[src/rtl/screen_pkg.sv]
// Shared definitions for the screen scan generator.
//   scan_state_e : sweep FSM encoding (IDLE / SCAN / DONE)
//   SCR_*        : default widths and the program code attached to every pixel
package screen_pkg;

  localparam int SCR_X_W       = 11;
  localparam int SCR_Y_W       = 12;
  localparam int SCR_COLOR_W   = 32;
  localparam int SCR_PROG_W    = 6;
  localparam int SCR_RENDER_PROG = 0;

  typedef enum logic [1:0] {
    ST_IDLE = 2'd0,
    ST_SCAN = 2'd1,
    ST_DONE = 2'd2
  } scan_state_e;

endpackage

[src/rtl/screen_scan_gen_if.sv]
// Pixel beat channel between the scan generator and a render pipeline.
//   master : drives x/y/color/program/last/out_valid, samples out_ready
//   slave  : the render side
interface screen_scan_gen_if
  import screen_pkg::*;
#(
  parameter int X_W     = SCR_X_W,
  parameter int Y_W     = SCR_Y_W,
  parameter int COLOR_W = SCR_COLOR_W,
  parameter int PROG_W  = SCR_PROG_W
);
  logic [X_W-1:0]     x_out;
  logic [Y_W-1:0]     y_out;
  logic [COLOR_W-1:0] color_out;
  logic [PROG_W-1:0]  program_out;
  logic               out_valid;
  logic               out_ready;
  logic               last;

  modport master (
    output x_out, y_out, color_out, program_out, out_valid, last,
    input  out_ready
  );

  modport slave (
    input  x_out, y_out, color_out, program_out, out_valid, last,
    output out_ready
  );
endinterface

[src/rtl/scan_axis_counter.sv]
// Mod-N axis counter used for both sweep axes.
//   clr_i  : synchronous clear to 0 (priority over en_i)
//   en_i   : advance; wraps to 0 when the count equals max_i
//   max_i  : N-1 for the axis
//   cnt_o  : current coordinate
//   wrap_o : count is at max_i (next advance wraps)
module scan_axis_counter #(
  parameter int W = 11
) (
  input  logic         clk,
  input  logic         rst_n,
  input  logic         clr_i,
  input  logic         en_i,
  input  logic [W-1:0] max_i,
  output logic [W-1:0] cnt_o,
  output logic         wrap_o
);
  logic [W-1:0] cnt_q, cnt_d;

  assign wrap_o = (cnt_q == max_i);
  assign cnt_o  = cnt_q;

  always_comb begin
    cnt_d = cnt_q;
    if (clr_i)     cnt_d = '0;
    else if (en_i) cnt_d = wrap_o ? '0 : cnt_q + 1'b1;
  end

  always_ff @(posedge clk or negedge rst_n) begin
    if (!rst_n) cnt_q <= '0;
    else        cnt_q <= cnt_d;
  end
endmodule

[src/rtl/screen_scan_gen.sv]
// Pixel-coordinate sweep generator feeding board render wrappers.
//   clk, rst_n            : clock, async active-low reset
//   start, abort          : begin sweep (IDLE only) / cancel sweep (SCAN)
//   col_major, continuous : scan order and free-running mode (latched on start)
//   frame_width/height    : W x H frame size (latched on start)
//   bg_color              : colour sent with every beat (latched on start)
//   bus (master)          : x/y/color/program/last beats with valid/ready
//   busy, done            : in SCAN / one-cycle pulse after single frame ends
//   frame_count           : completed frames since reset (wrapping)
module screen_scan_gen
  import screen_pkg::*;
#(
  parameter int X_W         = SCR_X_W,
  parameter int Y_W         = SCR_Y_W,
  parameter int COLOR_W     = SCR_COLOR_W,
  parameter int PROG_W      = SCR_PROG_W,
  parameter int RENDER_PROG = SCR_RENDER_PROG,
  parameter int FC_W        = 16
) (
  input  logic               clk,
  input  logic               rst_n,
  input  logic               start,
  input  logic               abort,
  input  logic               col_major,
  input  logic               continuous,
  input  logic [X_W-1:0]     frame_width,
  input  logic [Y_W-1:0]     frame_height,
  input  logic [COLOR_W-1:0] bg_color,
  screen_scan_gen_if.master  bus,
  output logic               busy,
  output logic               done,
  output logic [FC_W-1:0]    frame_count
);
  scan_state_e state_q, state_d;

  logic [X_W-1:0]     w_q;
  logic [Y_W-1:0]     h_q;
  logic               cm_q, cont_q;
  logic [COLOR_W-1:0] color_q;
  logic [FC_W-1:0]    fc_q;

  logic [X_W-1:0] x_cnt;
  logic [Y_W-1:0] y_cnt;
  logic           x_wrap, y_wrap;
  logic           out_valid;

  logic start_ok, in_scan, fire, last_beat, cnt_clr, x_en, y_en;

  assign in_scan   = (state_q == ST_SCAN);
  assign start_ok  = (state_q == ST_IDLE) && start &&
                     (frame_width != '0) && (frame_height != '0);
  // abort wins over a same-cycle transfer, so nothing advances on that edge
  assign fire      = in_scan && !abort && bus.out_ready;
  assign last_beat = in_scan && x_wrap && y_wrap;
  assign cnt_clr   = start_ok || (in_scan && abort);

  // Inner axis steps every beat; outer axis steps when the inner one wraps.
  // On the final pixel both wrap together, giving (0,0) for continuous mode.
  assign x_en = fire && (cm_q ? y_wrap : 1'b1);
  assign y_en = fire && (cm_q ? 1'b1 : x_wrap);

  scan_axis_counter #(.W(X_W)) u_x_cnt (
    .clk(clk), .rst_n(rst_n), .clr_i(cnt_clr), .en_i(x_en),
    .max_i(w_q - 1'b1), .cnt_o(x_cnt), .wrap_o(x_wrap)
  );

  scan_axis_counter #(.W(Y_W)) u_y_cnt (
    .clk(clk), .rst_n(rst_n), .clr_i(cnt_clr), .en_i(y_en),
    .max_i(h_q - 1'b1), .cnt_o(y_cnt), .wrap_o(y_wrap)
  );

  // State register
  always_ff @(posedge clk or negedge rst_n) begin
    if (!rst_n) state_q <= ST_IDLE;
    else        state_q <= state_d;
  end

  // Next state
  always_comb begin
    state_d = state_q;
    unique case (state_q)
      ST_IDLE: if (start_ok) state_d = ST_SCAN;
      ST_SCAN: begin
        if (abort)                              state_d = ST_IDLE;
        else if (fire && last_beat && !cont_q)  state_d = ST_DONE;
      end
      ST_DONE: state_d = ST_IDLE;
      default: state_d = ST_IDLE;
    endcase
  end

  // FSM outputs
  always_comb begin
    out_valid = 1'b0;
    busy      = 1'b0;
    done      = 1'b0;
    unique case (state_q)
      ST_SCAN: begin
        out_valid = 1'b1;
        busy      = 1'b1;
      end
      ST_DONE: done = 1'b1;
      default: ;
    endcase
  end

  // Configuration latch and frame counter
  always_ff @(posedge clk or negedge rst_n) begin
    if (!rst_n) begin
      w_q     <= '0;
      h_q     <= '0;
      cm_q    <= 1'b0;
      cont_q  <= 1'b0;
      color_q <= '0;
      fc_q    <= '0;
    end else begin
      if (start_ok) begin
        w_q     <= frame_width;
        h_q     <= frame_height;
        cm_q    <= col_major;
        cont_q  <= continuous;
        color_q <= bg_color;
      end
      if (fire && last_beat) fc_q <= fc_q + 1'b1;
    end
  end

  assign frame_count     = fc_q;
  assign bus.out_valid   = out_valid;
  assign bus.x_out       = x_cnt;
  assign bus.y_out       = y_cnt;
  assign bus.color_out   = color_q;
  assign bus.last        = last_beat;
  assign bus.program_out = out_valid ? PROG_W'(RENDER_PROG) : '0;
endmodule

[src/flat_wrapper.sv]
// flat-port wrapper written by rule: the top's interface ports become plain ports
module screen_scan_gen_flat import screen_pkg::*;
#(
  parameter int X_W         = SCR_X_W,
  parameter int Y_W         = SCR_Y_W,
  parameter int COLOR_W     = SCR_COLOR_W,
  parameter int PROG_W      = SCR_PROG_W,
  parameter int RENDER_PROG = SCR_RENDER_PROG,
  parameter int FC_W        = 16
)
  (clk, rst_n, start, abort, col_major, continuous, frame_width, frame_height, bg_color, busy, done, frame_count, bus_x_out, bus_y_out, bus_color_out, bus_program_out, bus_out_valid, bus_last, bus_out_ready);
  screen_scan_gen_if #(.X_W(X_W), .Y_W(Y_W), .COLOR_W(COLOR_W), .PROG_W(PROG_W)) bus_i ();
  input  logic clk;
  input  logic rst_n;
  input  logic start;
  input  logic abort;
  input  logic col_major;
  input  logic continuous;
  input  logic [X_W-1:0] frame_width;
  input  logic [Y_W-1:0] frame_height;
  input  logic [COLOR_W-1:0] bg_color;
  output logic busy;
  output logic done;
  output logic [FC_W-1:0] frame_count;
  output wire logic [$bits(bus_i.x_out)-1:0] bus_x_out;
  output wire logic [$bits(bus_i.y_out)-1:0] bus_y_out;
  output wire logic [$bits(bus_i.color_out)-1:0] bus_color_out;
  output wire logic [$bits(bus_i.program_out)-1:0] bus_program_out;
  output wire logic [$bits(bus_i.out_valid)-1:0] bus_out_valid;
  output wire logic [$bits(bus_i.last)-1:0] bus_last;
  input wire logic [$bits(bus_i.out_ready)-1:0] bus_out_ready;
  assign bus_x_out = bus_i.x_out;
  assign bus_y_out = bus_i.y_out;
  assign bus_color_out = bus_i.color_out;
  assign bus_program_out = bus_i.program_out;
  assign bus_out_valid = bus_i.out_valid;
  assign bus_last = bus_i.last;
  assign bus_i.out_ready = bus_out_ready;
  screen_scan_gen #(.X_W(X_W), .Y_W(Y_W), .COLOR_W(COLOR_W), .PROG_W(PROG_W), .RENDER_PROG(RENDER_PROG), .FC_W(FC_W)) u_core (.clk(clk), .rst_n(rst_n), .start(start), .abort(abort), .col_major(col_major), .continuous(continuous), .frame_width(frame_width), .frame_height(frame_height), .bg_color(bg_color), .bus(bus_i), .busy(busy), .done(done), .frame_count(frame_count));
endmodule
[config.mk]
export PLATFORM = sky130hd
export DESIGN_NAME = screen_scan_gen_flat
export DESIGN_NICKNAME = d
export VERILOG_FILES = /design/src/rtl/screen_pkg.sv /design/src/rtl/screen_scan_gen_if.sv /design/src/rtl/scan_axis_counter.sv /design/src/rtl/screen_scan_gen.sv /design/src/flat_wrapper.sv
export SDC_FILE = /design/constraint.sdc
export NUM_CORES = 1
export LEC_CHECK = 0
export CAP_MARGIN = 20
export CORE_MARGIN = 2
export CORE_UTILIZATION = 37
export CTS_CLUSTER_SIZE = 20
export DETAILED_ROUTE_END_ITERATION = 8
export HOLD_SLACK_MARGIN = 0.02
export MAX_ROUTING_LAYER = met4
export PLACE_DENSITY = 0.66
export SLEW_MARGIN = 20
export SYNTH_ARGS = -nofsm -noshare
export SYNTH_HDL_FRONTEND = slang
export SYNTH_SLANG_ARGS = --single-unit
[constraint.sdc]
create_clock -name clk -period 3.4 [get_ports clk]
set_input_delay 1.02 -clock clk [delete_from_list [all_inputs] [get_ports clk]]
set_output_delay 1.02 -clock clk [all_outputs]
set_load 0.01 [all_outputs]
==> metrics, run 1 <==
Worst VDD drop 0.000276 V; routed len/inst 16.3 um; Bufs on Longest Clock Path 2; Top delay family on crit path compound AO/OA/AOI/OAI gates; max-cap viol count 0; first-pass GRT wire length 21900 um; PD cells 461 mW/mm^2; cell count after synthesis 484; via density per instance 5.20; outcome finished with violations; vias in the first global route 4498; Worst Setup SP u_core.w_q[0]; R2R cell count 13; Starting Density 37.9%; max-slew violation count 0; crit-path max FO 6; Placer Congestion 0.837; Die H 123 um; Layout Skew 5.28 ps; final hold vios 0; global route total overflow 0; Warnings, synthesis 0; Setup crit end kind output pin; largest net degree at the start of global routing 57; dominant synthesized flop cell dfrtp_1; Setup Viol. Count Final 1; Cell Area, Synth 0.00527 sq mm; Yosys reg bits 98; Total Wirelength 13700 um; Clock Sinks 98; Final Power 3440 uW; DRC 0; Post-synth EDFFs 0; total stage count of the critical path 10; failing checks setup timing; Min Clock Period, post-route 3460 ps; RSZ-0062 raised after global routing yes; DIE WIDTH 123 um; worst hold-check path type flop to flop; headroom to the max-slew limit 61.5%; Netlist cell types 58; final setup margin -59.3 ps; Crit path largest cell delay 420 ps; via count 4376; post-synthesis sequential area ratio 46.6%; ANT cells 0; Final nets 723; WP data arrival 2440 ps; drt initial violations 242; Max Fclk 0.289 GHz; CP max-delay cell dfrtp_1; ratio of cells with drive above 1 in the final layout 23.0%; R2R Path Start u_core.w_q[0]; Pre-Repair DR Iteration Count 4; HP Start u_core.cont_q; Final ANT Viol Nets 0; die area 0.0152 sq mm; Final period util 102%; clock transition at the registers of the reported paths 70 ps; Area Overhead vs Synth 41.4%; LEAKAGE 0.00316 uW; critical path cell sequence inv_2 > ha_4 > nor3b_4 > buf_6 > xor2_1 > o32a_1 > a22oi_2 > o2111a_2 > nor3b_2 > buf_2; DP Wirelength 10100 um; Worst setup SP type flop; H-tree levels 3; fin util 53.7%; clk_lat worst skew 350 ps; PortBufs 136; initial antenna violation count 0; Avg Cell Area, Syn 10.9 sq um; CP Data Required Time 2380 ps; cts bufs inserted 9; Core ar. 0.0139 sq mm; clk root buf clkbuf_16; crit path kind flop to output pin; Worst Hold Depth 1; row count 43; io pins 143; Slew @ Worst Pin 578 ps; CTS tree done; Tot GR Track Use 19.2%; FFs w/ async S/R, synth 100%; Buf/Inv on CP 3
[final cells by class]
cell class	instances	area, sq um
Inverter	13	48.8
Clock inverter	4	27.5
Tap cell	180	225
Multi-Input combinational cell	347	2680
Timing Repair Buffer	187	1770
Fill cell	1239	6430
Sequential cell	98	2450
Clock buffer	12	246
[flip-flops by register name, indices dropped and copies added (netlist names)]
signal and count:
u_core.cm_q 1, u_core.bus.color_out 32, u_core.cont_q 1, u_core.u_x_cnt.cnt_o 11, u_core.w_q 11, u_core.state_q 2
u_core.h_q 12, u_core.u_y_cnt.cnt_o 12, u_core.frame_count 16
[report_power, final]
part	switching (uW)	total (uW)	internal, uW	leakage (uW)
Combinational	443	1020	581	0.00181
Clock	444	960	515	0.000125
Sequential	126	1450	1320	0.00123
[path summary, 6_finish.rpt]
check                      slack [ps]                  endpoint
max in group asynchronous        2040  u_core.bus.color_out[15]
min in group asynchronous         660   u_core.bus.color_out[6]
min reg2reg                       440         u_core.state_q[1]
min                               440         u_core.state_q[1]
max reg2reg                       450    u_core.frame_count[13]
max                               -60                  bus_last
[cell families after synthesis]
logic type,after synthesis,synth area share (%)
adders and majority gates,5,1.19
muxes,60,12.8
DFF,98,46.6
xor gates and xnor gates,41,6.82
AOI/OAI and AO/OA,73,10.0
and+or+nand+nor,162,18.4
other,1,0.0712
buffers and inverters,44,4.16
[metal layers]
| metal | share of wire, % | vias up | track usage, % | routed length [um] |
|---|---|---|---|---|
| met2 | 47 | 120 | 29.7 | 6420 |
| met1 | 46 | 2138 | 24.5 | 6250 |
| met3 | 5.4 | 18 | 4.34 | 736 |
| li1 | - | 2100 | - | - |
| met4 | 2.0 | 0 | 7.74 | 272 |
| met5 | 0 | - | - | 0 |
[what timing repair did]
| action | CTS | global route |
|---|---|---|
| gates resized for setup | 11 | 9 |
| endpoints found under the setup margin | 1 | 1 |
| pin swaps | 10 | 7 |
| setup buffers | 4 | 1 |
| hold buffers | 0 | 0 |
[per-stage QoR]
step	setup WS [ps]	area, sq um	TNS (ps)	std cells	hold WS (ps)
5_1_grt	-150	7450	-150	841	473
3_5_place_dp	-144	7070	-144	820	425
2_1_floorplan	32.7	5290	0	489	409
3_3_place_gp	-85.7	7070	-85.7	820	422
4_1_cts	-45.1	7400	-45.1	840	435
6_report	-59.3	7450	-59.3	841	437
[cell usage after synthesis (all sizes together), types with 2 or more instances]
library cell / n / area share, %
a211o: 2 / 0.33
a211oi: 2 / 0.29
a21boi: 2 / 0.29
a21o: 2 / 0.29
a21oi: 10 / 0.95
a22o: 5 / 0.83
a31oi: 3 / 0.36
a32o: 10 / 1.9
and2: 3 / 0.36
and3: 11 / 1.3
buf: 19 / 2.4
clkbuf: 12 / 0.86
dfrtp: 98 / 47
ha: 5 / 1.2
inv: 13 / 0.93
mux2: 58 / 12
mux2i: 2 / 0.38
nand2: 23 / 1.6
nand2b: 3 / 0.36
nand3: 27 / 2.6
nand3b: 4 / 0.57
nand4: 8 / 0.95
nor2: 22 / 1.6
nor2b: 9 / 1.1
nor3: 17 / 2.3
nor3b: 10 / 1.6
nor4: 17 / 2.8
o211a: 2 / 0.38
o211ai: 4 / 0.57
o21ai: 19 / 1.8
o31ai: 2 / 0.29
o32a: 2 / 0.38
or3: 2 / 0.24
xnor2: 13 / 2.2
xor2: 28 / 4.7
[cell usage in the layout (no fill, tap or decap), types with 11 or more instances in the layout]
cell type	n
o21ai_0	18
nor2_1	21
inv_1	11
nor4_1	12
buf_4	49
clkdlybuf4s50_1	134
nand3_1	27
nand2_1	22
xnor2_1	13
mux2_2	58
and3_1	11
dfrtp_1	97
xor2_1	28
No activity file was read; power rests on OpenSTA's default activity.
==> run 2: changes to the inputs <==
--- a/config.mk
+++ b/config.mk
@@ -7,12 +7,11 @@
 export LEC_CHECK = 0
 export CAP_MARGIN = 20
 export CORE_MARGIN = 2
-export CORE_UTILIZATION = 37
+export CORE_UTILIZATION = 30
 export CTS_CLUSTER_SIZE = 20
 export DETAILED_ROUTE_END_ITERATION = 8
 export HOLD_SLACK_MARGIN = 0.02
 export MAX_ROUTING_LAYER = met4
-export PLACE_DENSITY = 0.66
 export SLEW_MARGIN = 20
 export SYNTH_ARGS = -nofsm -noshare
 export SYNTH_HDL_FRONTEND = slang
==> run 2 against run 1 <==
Net effect: the run still ends with setup timing left; non-clock buffer count is 16 higher; sequential power hardly changed; register-to-register slack worse by 150 ps; routed wire length is 2.5% higher; sequential share of layout area is 1.0 points lower; critical path type unchanged.
==> metrics, run 2 (same netlist as run 1, synthesis figures left out) <==
Worst VDD drop 0.000256 V (was 0.000276 V); ratio of cells with drive above 1 in the final layout 25.6% (was 23.0%); worst hold-check path type flop to flop (unchanged); outcome finished with violations (unchanged); Setup crit end kind output pin (unchanged); final setup margin -78.6 ps (was -59.3 ps); cts bufs inserted 9 (unchanged); ANT cells 0 (unchanged); final hold vios 0 (unchanged); drt initial violations 156 (was 242); initial antenna violation count 0 (unchanged); Clock Sinks 98 (unchanged); row count 48 (was 43); crit path kind flop to output pin (unchanged); CTS tree done (unchanged); reg2reg setup slack 300 ps (was 450 ps); Total Wirelength 14000 um (was 13700 um); Bufs on Longest Clock Path 2 (unchanged); DRC 0 (unchanged); pre-CTS WS -189 ps (was -144 ps); Placer Congestion 0.830 (was 0.837); Pre-Repair DR Iteration Count 4 (unchanged); headroom to the max-slew limit 64.3% (was 61.5%); layout filler cell count 1580 (was 1239); hold_buf cts 0 (unchanged); via density per instance 4.94 (was 5.20); clock transition at the registers of the reported paths 70 ps (about the same); clk root buf clkbuf_16 (unchanged); clk_lat worst skew 350 ps (about the same); crit-path max FO 5 (was 6); RSZ-0062 raised after global routing yes (unchanged); DIE WIDTH 136 um (was 123 um); worst hold slack 454 ps (was 437 ps); failing checks setup timing (unchanged); Final period util 102% (about the same); LEAKAGE 0.00328 uW (was 0.00316 uW); Worst Setup SP u_core.h_q[0] (was u_core.w_q[0]); PortBufs 136 (unchanged); Core ar. 0.0172 sq mm (was 0.0139 sq mm); Final ANT Viol Nets 0 (unchanged); max-cap viol count 0 (unchanged); Starting Density 30.5% (was 37.9%); Layout Skew 2.78 ps (was 5.28 ps); post-placement cell count 880 (was 820); io pins 143 (unchanged); H-tree levels 3 (unchanged); WP data arrival 2460 ps (was 2440 ps); die area 0.0186 sq mm (was 0.0152 sq mm); final std cells w/o fill 902 (was 841); HP Start u_core.cont_q (unchanged); via count 4458 (was 4376); Worst setup SP type flop (unchanged); Max Fclk 0.287 GHz (was 0.289 GHz); Slew @ Worst Pin 535 ps (was 578 ps); Setup Viol. Count Final 1 (unchanged); fin util 44.6% (was 53.7%); PD cells 473 mW/mm^2 (was 461 mW/mm^2); DP Wirelength 10400 um (was 10100 um); R2R Path Start u_core.w_q[1] (was u_core.w_q[0]); Final nets 739 (was 723); Tot GR Track Use 16.0% (was 19.2%); first-pass GRT wire length 22900 um (was 21900 um); CP Data Required Time 2380 ps (about the same); largest net degree at the start of global routing 59 (was 57); Area Overhead vs Synth 46.1% (was 41.4%); Largest register FFs 32 (unchanged); Min Clock Period, post-route 3480 ps (was 3460 ps); vias in the first global route 4660 (was 4498); Die H 136 um (was 123 um); routed len/inst 15.5 um (was 16.3 um); global route total overflow 0 (unchanged); commonest non-fill, non-tap cell in the layout clkdlybuf4s50_1 (unchanged); commonest non-fill, non-tap cells in the layout clkdlybuf4s50_1, dfrtp_1, buf_4 (was clkdlybuf4s50_1, dfrtp_1, mux2_2); max-slew violation count 0 (unchanged)
-- run 2: routing by layer --
metal / up-vias / wire length, um / GRT usage, %
met1: 2182 / 6090 / 19.5
met2: 131 / 6770 / 25.8
met3: 17 / 883 / 3.65
li1: 2128 / - / -
met4: 0 / 272 / 6.08
met5: - / 0 / -
-- run 2: final timing paths --
| path | end | cells after the start |
|---|---|---|
| min in group asynchronous | u_core.bus.color_out[24] | 1 |
| min reg2reg | u_core.state_q[1] | 1 |
| min | u_core.state_q[1] | 1 |
| max | bus_last | 9 |
| max reg2reg | u_core.frame_count[12] | 11 |
| max in group asynchronous | u_core.h_q[3] | 2 |
-- run 2: area by class of cell --
type | count | area (sq um) | share of cell area, %
Clock inverter | 5 | 77.6 | 1.01
Multi-Input combinational cell | 347 | 2690 | 35.0
Timing Repair Buffer | 203 | 1890 | 24.6
Clock buffer | 11 | 243 | 3.16
Inverter | 13 | 48.8 | 0.634
Sequential cell | 98 | 2450 | 31.9
Tap cell | 225 | 282 | 3.66
-- run 2: power by group --
part / internal, uW / switching, uW / leakage, uW
clock: 663 / 449 / 0.000156
combinational: 621 / 451 / 0.00190
sequential: 1330 / 129 / 0.00122
total: 2610 / 1030 / 0.00328
-- run 2: what timing repair did --
| action | 4_1_cts | 5_1_grt |
|---|---|---|
| setup buffers | 3 | 3 |
| hold endpoints to repair | 0 | 0 |
| gates resized for setup | 17 | 9 |
| pin swaps | 9 | 12 |
| setup endpoints to repair | 1 | 1 |
-- run 2: stage by stage --
| stage | TNS, ps | total power (uW) | cell area [sq um] |
|---|---|---|---|
| global route | -188 | 3830 | 7690 |
| global placement | -131 | 2470 | 7240 |
| floorplan | 0 | 1960 | 5290 |
| CTS | -94.7 | 3660 | 7630 |
| detailed placement | -189 | 2490 | 7240 |
| finish | -78.6 | 3640 | 7690 |
-- run 2: critical path: stages, from the launching register on --
cell and delay (ps):
dfrtp_1 400, inv_2 80, ha_4 160, and2_1 160
nor3b_2 190, o211ai_1 110, a22o_1 210, a2111o_1 450
nor3b_4 200, buf_2 160
==> run 3: changes to the inputs <==
==> constraint.sdc (replaced) <==
create_clock -name clk -period 3.4 [get_ports clk]
set_input_delay 0.68 -clock clk [delete_from_list [all_inputs] [get_ports clk]]
set_output_delay 0.68 -clock clk [all_outputs]
set_load 0.01 [all_outputs]
==> run 3 against run 2 <==
Net effect: the run now ends clean; worst setup slack better by 230 ps; global-route usage is 0.30 points lower; sequential share of layout area is 1.6 points higher; non-clock buffer count is 37 lower; critical path type unchanged; flip-flop and latch count stayed put; fmax is 7.1% higher; power is 5.3% lower; die area stayed put; clock power is 6% lower; via count is 2.6% lower; largest power group unchanged; sequential power hardly changed; register-to-register slack worse by 60 ps.
==> metrics, run 3 (same netlist as run 1, synthesis figures left out) <==
drt initial violations 147 (was 156); Total Wirelength 13700 um (was 14000 um); crit-path max FO 5 (unchanged); max-cap viol count 0 (unchanged); Final Power 3440 uW (was 3640 uW); DRC 0 (unchanged); Area Overhead vs Synth 39.1% (was 46.1%); largest net degree at the start of global routing 76 (was 59); Setup crit end kind output pin (unchanged); clk_lat worst skew 350 ps (about the same); die area 0.0186 sq mm (unchanged); Final ANT Viol Nets 0 (unchanged); initial antenna violation count 0 (unchanged); Min Clock Period, post-route 3250 ps (was 3480 ps); CTS tree done (unchanged); io pins 143 (unchanged); PortBufs 136 (unchanged); critical path cell sequence inv_1 > ha_1 > nor3b_4 > nand2_1 > o32a_1 > a22oi_1 > o2111a_2 > nor3b_2 > clkbuf_2 (was inv_2 > ha_4 > and2_1 > nor3b_2 > o211ai_1 > a22o_1 > a2111o_1 > nor3b_4 > buf_2); Worst VDD drop 0.000266 V (was 0.000256 V); CP Data Required Time 2720 ps (was 2380 ps); via count 4342 (was 4458); Placer Congestion 0.830 (about the same); ratio of cells with drive above 1 in the final layout 19.3% (was 25.6%); Multi-input gate area 0.00263 sq mm (was 0.00269 sq mm); Starting Density 30.5% (unchanged); commonest non-fill, non-tap cells in the layout clkdlybuf4s50_1, dfrtp_1, mux2_2 (was clkdlybuf4s50_1, dfrtp_1, buf_4); WP data arrival 2570 ps (was 2460 ps); Setup Viol. Count Final 0 (was 1); Top delay family on crit path compound AO/OA/AOI/OAI gates (unchanged); routed len/inst 15.9 um (was 15.5 um); Post-DP Area 0.00699 sq mm (was 0.00724 sq mm); via density per instance 5.03 (was 4.94); r2r endpoint u_core.frame_count[13] (was u_core.frame_count[12]); crit path kind flop to output pin (unchanged); final std cell area, no fill 0.00733 sq mm (was 0.00769 sq mm); Core ar. 0.0172 sq mm (unchanged); total stage count of the critical path 9 (unchanged); final hold vios 0 (unchanged); DIE WIDTH 136 um (unchanged); H-tree levels 3 (unchanged); clock transition at the registers of the reported paths 70 ps (about the same); Final period util 95.5% (was 102%); Pre-Repair DR Iteration Count 4 (unchanged); Final nets 702 (was 739); Clock Sinks 98 (unchanged); commonest non-fill, non-tap cell in the layout clkdlybuf4s50_1 (unchanged); clk root buf clkbuf_16 (unchanged); Max Fclk 0.308 GHz (was 0.287 GHz); Buf/Inv on CP 2 (unchanged); DP Wirelength 10100 um (was 10400 um); row count 48 (unchanged); Tot GR Track Use 15.7% (was 16.0%); CP max-delay cell dfrtp_1 (was a2111o_1); ANT cells 0 (unchanged); pre-CTS WS 31.5 ps (was -189 ps); Crit path largest cell delay 430 ps (was 450 ps); first-pass GRT wire length 22500 um (was 22900 um); worst hold-check path type primary input to async pin (was flop to flop); reg2reg setup slack 240 ps (was 300 ps); Die H 136 um (unchanged); LEAKAGE 0.00307 uW (was 0.00328 uW); register area 0.00245 sq mm (about the same); Bufs on Longest Clock Path 2 (unchanged); R2R cell count 12 (was 11); PD cells 470 mW/mm^2 (was 473 mW/mm^2); outcome complete, no violations (was finished with violations); Worst setup SP type flop (unchanged); R2R Path Start u_core.w_q[1] (unchanged); cts bufs inserted 9 (unchanged); layout filler cell count 1640 (was 1580); vias in the first global route 4531 (was 4660); Layout Skew 4.82 ps (was 2.78 ps); final setup margin 152 ps (was -78.6 ps); max-slew violation count 0 (unchanged); global route total overflow 0 (unchanged); Largest register FFs 32 (unchanged); worst hold slack 225 ps (was 454 ps); hold_buf cts 0 (unchanged)
-- run 3: routing by layer --
metal  track usage, %  vias to the layer above  share of wire (%)
met5                -                        -                  0
met4             5.67                        0                1.8
met3             2.76                       16                4.5
met2             25.3                      120                 47
met1             19.8                     2154                 46
li1                 -                     2052                  -
-- run 3: worst max-delay path by stage --
stage / from / end
after floorplan: u_core.w_q[0] / bus_last
after global placement: u_core.w_q[1] / bus_last
after detailed placement: u_core.w_q[1] / bus_last
after CTS: u_core.w_q[1] / bus_last
after global routing: u_core.w_q[1] / bus_last
final: u_core.w_q[1] / bus_last
-- run 3: layout make-up --
class | instances | share of cell area [%]
Inverter | 13 | 0.666
Timing Repair Buffer | 166 | 22.1
Tap cell | 225 | 3.84
Clock buffer | 11 | 3.45
Clock inverter | 3 | 0.547
Multi-Input combinational cell | 347 | 35.9
Sequential cell | 98 | 33.5
-- run 3: worst reg2reg max path, cell delays in order (launching register included) --
cell       delay [ps]
dfrtp_1           430
inv_1              80
ha_1              180
nor3b_4           270
nand2_1           120
o32a_1            340
a22oi_1           190
o2111a_2          230
buf_4             200
nand4bb_1         220
buf_12            230
nor4_1            410
xor2_1            180
-- run 3: per-stage QoR --
stage	setup TNS, ps	util (%)	std cells
detailed placement	0	40.6	846
floorplan	0	-	489
finish	0	42.5	863
global placement	0	40.6	846
global route	-4.93	42.5	863
CTS	0	42.5	862
-- run 3: where the power goes --
part	switching, uW	leakage, uW	internal (uW)
Combinational	403	0.00170	535
Sequential	140	0.00123	1320
Clock	441	0.000147	600
-- run 3: repair_timing --
item | in CTS | in global routing
resized for setup | 5 | 3
setup endpoints to repair | 1 | 1
setup buffers | 2 | 1
